[config.mk]
export PLATFORM = sky130hd
export DESIGN_NAME = modulo_arbiter
export DESIGN_NICKNAME = d
export VERILOG_FILES = /design/src/rtl/modulo_arbiter.sv
export SDC_FILE = /design/constraint.sdc
export NUM_CORES = 1
export LEC_CHECK = 0
export CAP_MARGIN = 20
export CORE_AREA = 4 4 229 231
export CTS_BUF_LIST = sky130_fd_sc_hd__clkbuf_8
export CTS_CLUSTER_SIZE = 8
export DETAILED_ROUTE_END_ITERATION = 8
export DIE_AREA = 0 0 233 235
export PLACE_DENSITY = 0.49
export REMOVE_ABC_BUFFERS = 1
export SLEW_MARGIN = 40
export SYNTH_ARGS = -nofsm -noshare
export SYNTH_HDL_FRONTEND = slang
export SYNTH_SLANG_ARGS = --single-unit
[constraint.sdc]
create_clock -name clk -period 6.3 [get_ports clk]
set_clock_uncertainty 0.1 [all_clocks]
set_input_delay 0.945 -clock clk [delete_from_list [all_inputs] [get_ports clk]]
set_output_delay 0.945 -clock clk [all_outputs]
set_load 0.02 [all_outputs]
[src/rtl/modulo_arbiter.sv]
// Two-requester round-robin front end for a shared, sticky-output modulo unit.
// One operation in flight; zero divisors bypass the unit, and a stalled unit times out.
module modulo_arbiter #(
    parameter int SIZE    = 64,
    parameter int TIMEOUT = 4096
) (
    input  logic            clk,
    input  logic            rst,

    input  logic [SIZE-1:0] req0_dividen_tdata,
    input  logic [SIZE-1:0] req0_divisor_tdata,
    input  logic            req0_tvalid,
    output logic            req0_tready,
    input  logic [SIZE-1:0] req1_dividen_tdata,
    input  logic [SIZE-1:0] req1_divisor_tdata,
    input  logic            req1_tvalid,
    output logic            req1_tready,

    output logic [SIZE-1:0] res0_tdata,
    output logic            res0_terr,
    output logic            res0_tvalid,
    input  logic            res0_tready,
    output logic [SIZE-1:0] res1_tdata,
    output logic            res1_terr,
    output logic            res1_tvalid,
    input  logic            res1_tready,

    output logic [SIZE-1:0] mod_dividen_tdata,
    output logic [SIZE-1:0] mod_divisor_tdata,
    output logic            mod_dividen_tvalid,
    output logic            mod_divisor_tvalid,
    input  logic [SIZE-1:0] mod_out_tdata,
    input  logic            mod_out_tvalid,
    output logic            mod_out_tready,
    output logic            mod_rst
);

    typedef enum logic [2:0] {IDLE, ISSUE, WAIT, CLEAR, RESP} state_t;

    localparam logic [15:0] LAST_WAIT = 16'(TIMEOUT - 1);

    state_t          state;
    state_t          state_next;
    logic            last_grant;
    logic            grant;
    logic [SIZE-1:0] dividend_q;
    logic [SIZE-1:0] divisor_q;
    logic [SIZE-1:0] result_q;
    logic            err_q;
    logic [15:0]     wait_cnt;

    logic            any_req;
    logic            pick1;
    logic [SIZE-1:0] sel_dividend;
    logic [SIZE-1:0] sel_divisor;
    logic            resp_done;
    logic            wait_expired;

    // On a tie the requester that was not served last wins.
    always_comb begin
        any_req      = req0_tvalid | req1_tvalid;
        pick1        = (req0_tvalid && req1_tvalid) ? ~last_grant : req1_tvalid;
        sel_dividend = pick1 ? req1_dividen_tdata : req0_dividen_tdata;
        sel_divisor  = pick1 ? req1_divisor_tdata : req0_divisor_tdata;
        resp_done    = grant ? res1_tready : res0_tready;
        wait_expired = (wait_cnt == LAST_WAIT);
    end

    always_comb begin
        state_next = state;
        case (state)
            IDLE:  if (any_req) state_next = (sel_divisor == '0) ? RESP : ISSUE;
            ISSUE: state_next = WAIT;
            WAIT:  if (mod_out_tvalid || wait_expired) state_next = CLEAR;
            CLEAR: state_next = RESP;
            RESP:  if (resp_done) state_next = IDLE;
            default: state_next = IDLE;
        endcase
    end

    always_ff @(posedge clk) begin
        if (rst) begin
            state      <= IDLE;
            last_grant <= 1'b1;
            grant      <= 1'b0;
            dividend_q <= '0;
            divisor_q  <= '0;
            result_q   <= '0;
            err_q      <= 1'b0;
            wait_cnt   <= '0;
        end else begin
            state <= state_next;
            case (state)
                IDLE: begin
                    if (any_req) begin
                        grant      <= pick1;
                        dividend_q <= sel_dividend;
                        divisor_q  <= sel_divisor;
                        result_q   <= '0;
                        err_q      <= (sel_divisor == '0);
                    end
                end
                ISSUE: wait_cnt <= '0;
                WAIT: begin
                    wait_cnt <= wait_cnt + 16'd1;
                    // A late result still wins over the timeout in the same cycle.
                    if (mod_out_tvalid) begin
                        result_q <= mod_out_tdata;
                        err_q    <= 1'b0;
                    end else if (wait_expired) begin
                        result_q <= '0;
                        err_q    <= 1'b1;
                    end
                end
                RESP: if (resp_done) last_grant <= grant;
                default: ;
            endcase
        end
    end

    // Every handshake output is forced low while reset is held.
    always_comb begin
        req0_tready        = !rst && (state == IDLE) && any_req && !pick1;
        req1_tready        = !rst && (state == IDLE) && any_req && pick1;
        res0_tvalid        = !rst && (state == RESP) && !grant;
        res1_tvalid        = !rst && (state == RESP) && grant;
        res0_tdata         = res0_tvalid ? result_q : '0;
        res1_tdata         = res1_tvalid ? result_q : '0;
        res0_terr          = res0_tvalid && err_q;
        res1_terr          = res1_tvalid && err_q;
        mod_dividen_tdata  = dividend_q;
        mod_divisor_tdata  = divisor_q;
        mod_dividen_tvalid = !rst && (state == ISSUE);
        mod_divisor_tvalid = !rst && (state == ISSUE);
        mod_out_tready     = !rst && (state == WAIT);
        mod_rst            = rst || (state == CLEAR);
    end

endmodule

Word level (Yosys, flattened, before mapping)
Cells that the tools add are included.
{ "classes": {"addsub": 1, "eq_ne": 9, "mux": 20, "bitwise": 2, "reduce_logical": 25} }
{ "ops": {"columns": ["op", "n"], "rows": [
  ["$mux W64", 7],
  ["$pmux W64 S2", 1],
  ["$logic_not A64 Y1", 1],
  ["$pmux W16 S2", 1],
  ["$add A16 B1 Y16 const B", 1],
  ["$eq A16 B12 Y1 const B", 1],
  ["$pmux W3 S5", 1],
  ["$logic_and A1 B1 Y1", 12],
  ["$mux W3", 4],
  ["$eq A3 B2 Y1 const B", 2],
  ["$ne A2 B2 Y1 const B", 3],
  ["$reduce_and A3 Y1", 2],
  ["$mux W1", 5],
  ["$reduce_and A2 Y1", 2],
  ["$reduce_bool A2 Y1", 2],
  ["$eq A3 B1 Y1 const B", 1],
  ["$eq A3 B3 Y1 const B", 1],
  ["$logic_not A1 Y1", 3],
  ["$logic_not A3 Y1", 1],
  ["$ne A3 B3 Y1 const B", 1],
  ["$logic_or A1 B1 Y1", 2],
  ["$pmux W1 S2", 1],
  ["$not A1 Y1", 1],
  ["$or A1 B1 Y1", 1]
]} }
{ "word_totals": {"ff_bits": 214, "output_inout_bits": 266, "elab_cells": 65} }

Logic depth before layout (Yosys ltp)
{ "depth": {"word_depth": 7, "depth_mapped": 7, "ltp_nobuf": 6} }

Worst setup path before layout
No wires, ideal clock.
{ "synth_timing": {"kind": "input port to output port", "from": "input rst", "to": "output mod_divisor_tvalid", "t_arrival_ns": 2.345, "t_required_ns": 5.255, "slack_ns": 2.910, "stages": 6, "cell_sequence": "clkbuf_1 -> clkbuf_1 -> clkbuf_1 -> clkbuf_1 -> nor2_1 -> buf_4"} }
{ "synth_between": {"elab_chain_len": 2} }
{ "synth_rtl": {"columns": ["element", "line_no", "source"], "rows": [
  ["start, declared", "8", "input logic rst,"],
  ["$logic_not A1 Y1", null, null],
  ["$logic_and A1 B1 Y1", null, null],
  ["end, declared", "31", "output logic mod_divisor_tvalid,"]
]} }
No other way between the ends.

Worst setup path in the final report
{ "layout_timing": {"from": "input req0_tvalid", "to": "output req1_tready"} }
{ "layout_between": {"elab_chain_len": 3, "elab_cells_between_ends": 5} }
{ "layout_rtl": {"columns": ["element", "line_no", "source"], "rows": [
  ["start, declared", "12", "input logic req0_tvalid,"],
  ["$or A1 B1 Y1 or $logic_and A1 B1 Y1 (tied branches)", "61, 62", null],
  ["$logic_and A1 B1 Y1 or $mux W1 (tied branches)", "124, 62", null],
  ["$logic_and A1 B1 Y1 *", "124", "req1_tready = !rst && (state == IDLE) && any_req && pick1;"],
  ["end, declared", "17", "output logic req1_tready,"]
]} }
Mark *: on every way between the ends. The rest lies on a longest branch, timed or not.

==> flow_summary.json <==
{
  "status": "completed",
  "finalCriticalPeriod_ns": 4.113,
  "ys_types": 47,
  "power_frac_comb": 0.268,
  "swShare": 0.3088,
  "start_util": 0.1955,
  "preCtsSetupSlack_ns": 2.186,
  "p_per_area_mw_per_mm2": 247.7,
  "layout.nets": 1935,
  "drc": 0,
  "drtIter0Drc": 495,
  "worst_slack_ns": 2.187,
  "routed_wl_microns": 47030,
  "viasPerCell": 4.342,
  "grt_first_pass_wirelength_microns": 67540,
  "area_delta_synth_final_pct": 76.79,
  "cap_violations": 0,
  "internal_power_mw": 2.962,
  "fp-row-count": 82,
  "synth_area_sq_mm": 0.009788,
  "routed.top_layer": "met5",
  "wl_met3_microns": 2591,
  "slowest_delay_ns": 0.67,
  "cts.clk_slew.worst_paths_ns": 0.06,
  "overflow": 0,
  "portBuffers": 592,
  "dpl.hpwl_microns": 35830,
  "worstSetupEndpointType": "output port",
  "rsz0062_at_grt": "no",
  "arrival_ns": 3.07,
  "crit_type": "in -> out",
  "relSlewSlack": 0.4469,
  "pwr-share-clk": 0.364,
  "ys.flop_type": "dfxtp_1",
  "synth_edf_count": 0,
  "grt_pass1_vias": 9811,
  "syn-instance-count": 1049,
  "gp_congestion": 0.8129,
  "hp-start": "result_q[40]",
  "cts.sinks": 214,
  "die-area_sq_mm": 0.05476,
  "io_pins": 593,
  "die_w_microns": 233,
  "htreeDepth": 2,
  "startpoint": "req0_tvalid",
  "antenna_left": 0,
  "crit_path_max_fanout": 4,
  "postSynthAreaPerCell_sq_um": 9.331,
  "tritoncts": "built",
  "synth_largest_area_cell": "dfxtp_1",
  "clock_path_buffers": 3,
  "max_freq_mhz": 243.1,
  "finalSetupTns_ns": 0,
  "tightest_slew_ns": 0.8297,
  "switchingPower_mw": 1.323,
  "p_leak_nw": 6.352,
  "ys_ff_latch": 214,
  "insertion_delay_ns": 0.57,
  "final.period_utilization": 0.6528,
  "path_cells": "clkdlybuf4s50_1 -> nor2_1 -> or4_1 -> nor3b_1 -> clkdlybuf4s50_1",
  "nFillCells": 5220,
  "cts_resized": 0,
  "cp_slowest_cell": "clkdlybuf4s50_1",
  "placed_cell_area_sq_mm": 0.01633,
  "yosysTopAreaCellShare": 0.4377,
  "cpMostUsedCell": "clkdlybuf4s50_1",
  "ir_worst_vdd_uv": 146.7,
  "seqPwrFrac": 0.368,
  "hold_violations": 0,
  "fin_area_sq_mm": 0.01730,
  "ctsHoldBuffers": 0,
  "synthTopCellsByArea": "dfxtp_1 44%, mux2i_1 13%, a211oi_1 10%, and2_1 8.4%, nor2_1 5.8%",
  "wl_per_cell_microns": 20.33,
  "antenna_found_initial": 5,
  "final_max_slew_viol_count": 0,
  "start_kind": "input port",
  "cts_setup_buffers": 0,
  "yosys_warnings": 0,
  "cts_buffers": 44,
  "wl_met1_microns": 19660,
  "grt_max_degree": 190,
  "setup_violations": 0,
  "synth-async-reset-ratio": 0,
  "critical_path_required_ns": 5.25,
  "core_sq_mm": 0.05007,
  "root_buffer": "clkbuf_8",
  "grt_usage": 0.1619,
  "die_h_microns": 235,
  "r2r-start": "state[1]",
  "wl_met2_microns": 23750,
  "drive_above_1_share": 0.06101,
  "yosysSeqAreaShare": 0.4377,
  "dr.pass1.iters": 4,
  "hold_path.class": "reg -> reg",
  "vias": 10050
}
-- registers in the layout, indices dropped and copies added (netlist names) --
signal,cells
mod_dividen_tdata,64
mod_divisor_tdata,64
result_q,64
wait_cnt,16
state,3
err_q,1
grant,1
last_grant,1
-- per-layer routing --
| layer | global-route usage | vias up |
|---|---|---|
| met1 | 0.1960 | 4739 |
| li1 | - | 4954 |
| met2 | 0.2866 | 281 |
| met5 | 0 | - |
| met3 | 0.03549 | 69 |
| met4 | 0.04673 | 4 |
-- worst paths after layout --
path / to / cells past startpoint / slack, ns
max: req1_tready / 5 / 2.19
min: result_q[40] / 1 / 0.38
max reg2reg: mod_dividen_tdata[42] / 5 / 3.74
min reg2reg: result_q[40] / 1 / 0.38
-- stage by stage --
stage | instances | power [mW] | utilization | hold WS, ns
after global placement | 2231 | 2.749 | 0.3257 | 0.3696
after CTS | 2310 | 4.385 | 0.3449 | 0.3908
after floorplan | 954 | 2.284 | - | 0.3551
final | 2314 | 4.285 | 0.3456 | 0.3839
after detailed placement | 2232 | 2.758 | 0.3262 | 0.3751
after global routing | 2314 | 4.529 | 0.3456 | 0.4112
-- cell usage after synthesis, types with 2 or more instances --
cell      instances
nor4_2            2
dfxtp_1         214
o21bai_1          2
buf_1             8
nand2_1          12
mux2i_1         129
mux2_2            3
nor3_1            4
buf_2            36
a31oi_1           2
buf_4             2
nor3b_1           4
a21oi_1          17
nor2_1          151
a211oi_1        130
nand3b_1          3
inv_1             3
nor4_1           35
and3_1            2
o21ai_0           5
nand2b_1          2
or3_1             2
nand4_1          10
clkbuf_1         48
and2_1          131
nand3_1           7
or4_1             2
a22o_1           64
-- cell usage in the layout, fill, tap and decap left out, types with 3 or more instances in the layout --
master	netlist	routed
o21ai_0	5	5
nand2_1	12	12
nand4_1	10	10
a211oi_1	130	130
clkbuf_8	0	58
a21oi_1	17	17
buf_4	2	11
dfxtp_1	214	214
diode_2	0	3
nor2_1	151	150
and2_1	131	131
nor3b_1	4	3
a22o_1	64	64
mux2i_1	129	129
clkinv_2	0	8
mux2_2	3	3
nand3b_1	3	3
inv_1	3	13
nor3_1	4	3
nor4_1	35	35
clkdlybuf4s50_1	0	591
nand3_1	7	7
-- cell families after synthesis --
| group | share of synthesized area |
|---|---|
| AO/OA/AOI/OAI | 0.1788 |
| XOR/XNOR | 0.0008950 |
| adder cells (fa/ha/maj) | 0.001278 |
| buffers and inverters | 0.04372 |
| flip-flops | 0.4377 |
| multiplexers | 0.1354 |
| AND/OR/NAND/NOR | 0.2022 |
-- worst max-delay path: cells and delay by family --
kind | cells | cell delay [ns]
buf+inv | 2 | 1.22
simple gates | 3 | 0.90
-- power by group through the flow --
stage | Clock [mW] | Combinational (mW) | Sequential [mW]
5_1_grt | 1.70 | 1.23 | 1.59
3_5_place_dp | 0 | 1.15 | 1.60
4_1_cts | 1.65 | 1.16 | 1.58
3_3_place_gp | 0 | 1.15 | 1.60
6_report | 1.56 | 1.15 | 1.58
2_1_floorplan | 0 | 0.536 | 1.75
-- layout make-up --
cell class / instances / area, sq um / share of cell area
well taps: 672 / 840.8 / 0.04859
flip-flops and latches: 214 / 4284 / 0.2476
repair buffers: 607 / 6105 / 0.3528
diodes: 3 / 7.507 / 0.0004338
clock inverters: 20 / 137.6 / 0.007954
inverters: 3 / 11.26 / 0.0006508
clock buffers: 58 / 798.3 / 0.04613
multi-input cells: 737 / 5120 / 0.2959
(Power assumes the default switching activity.)
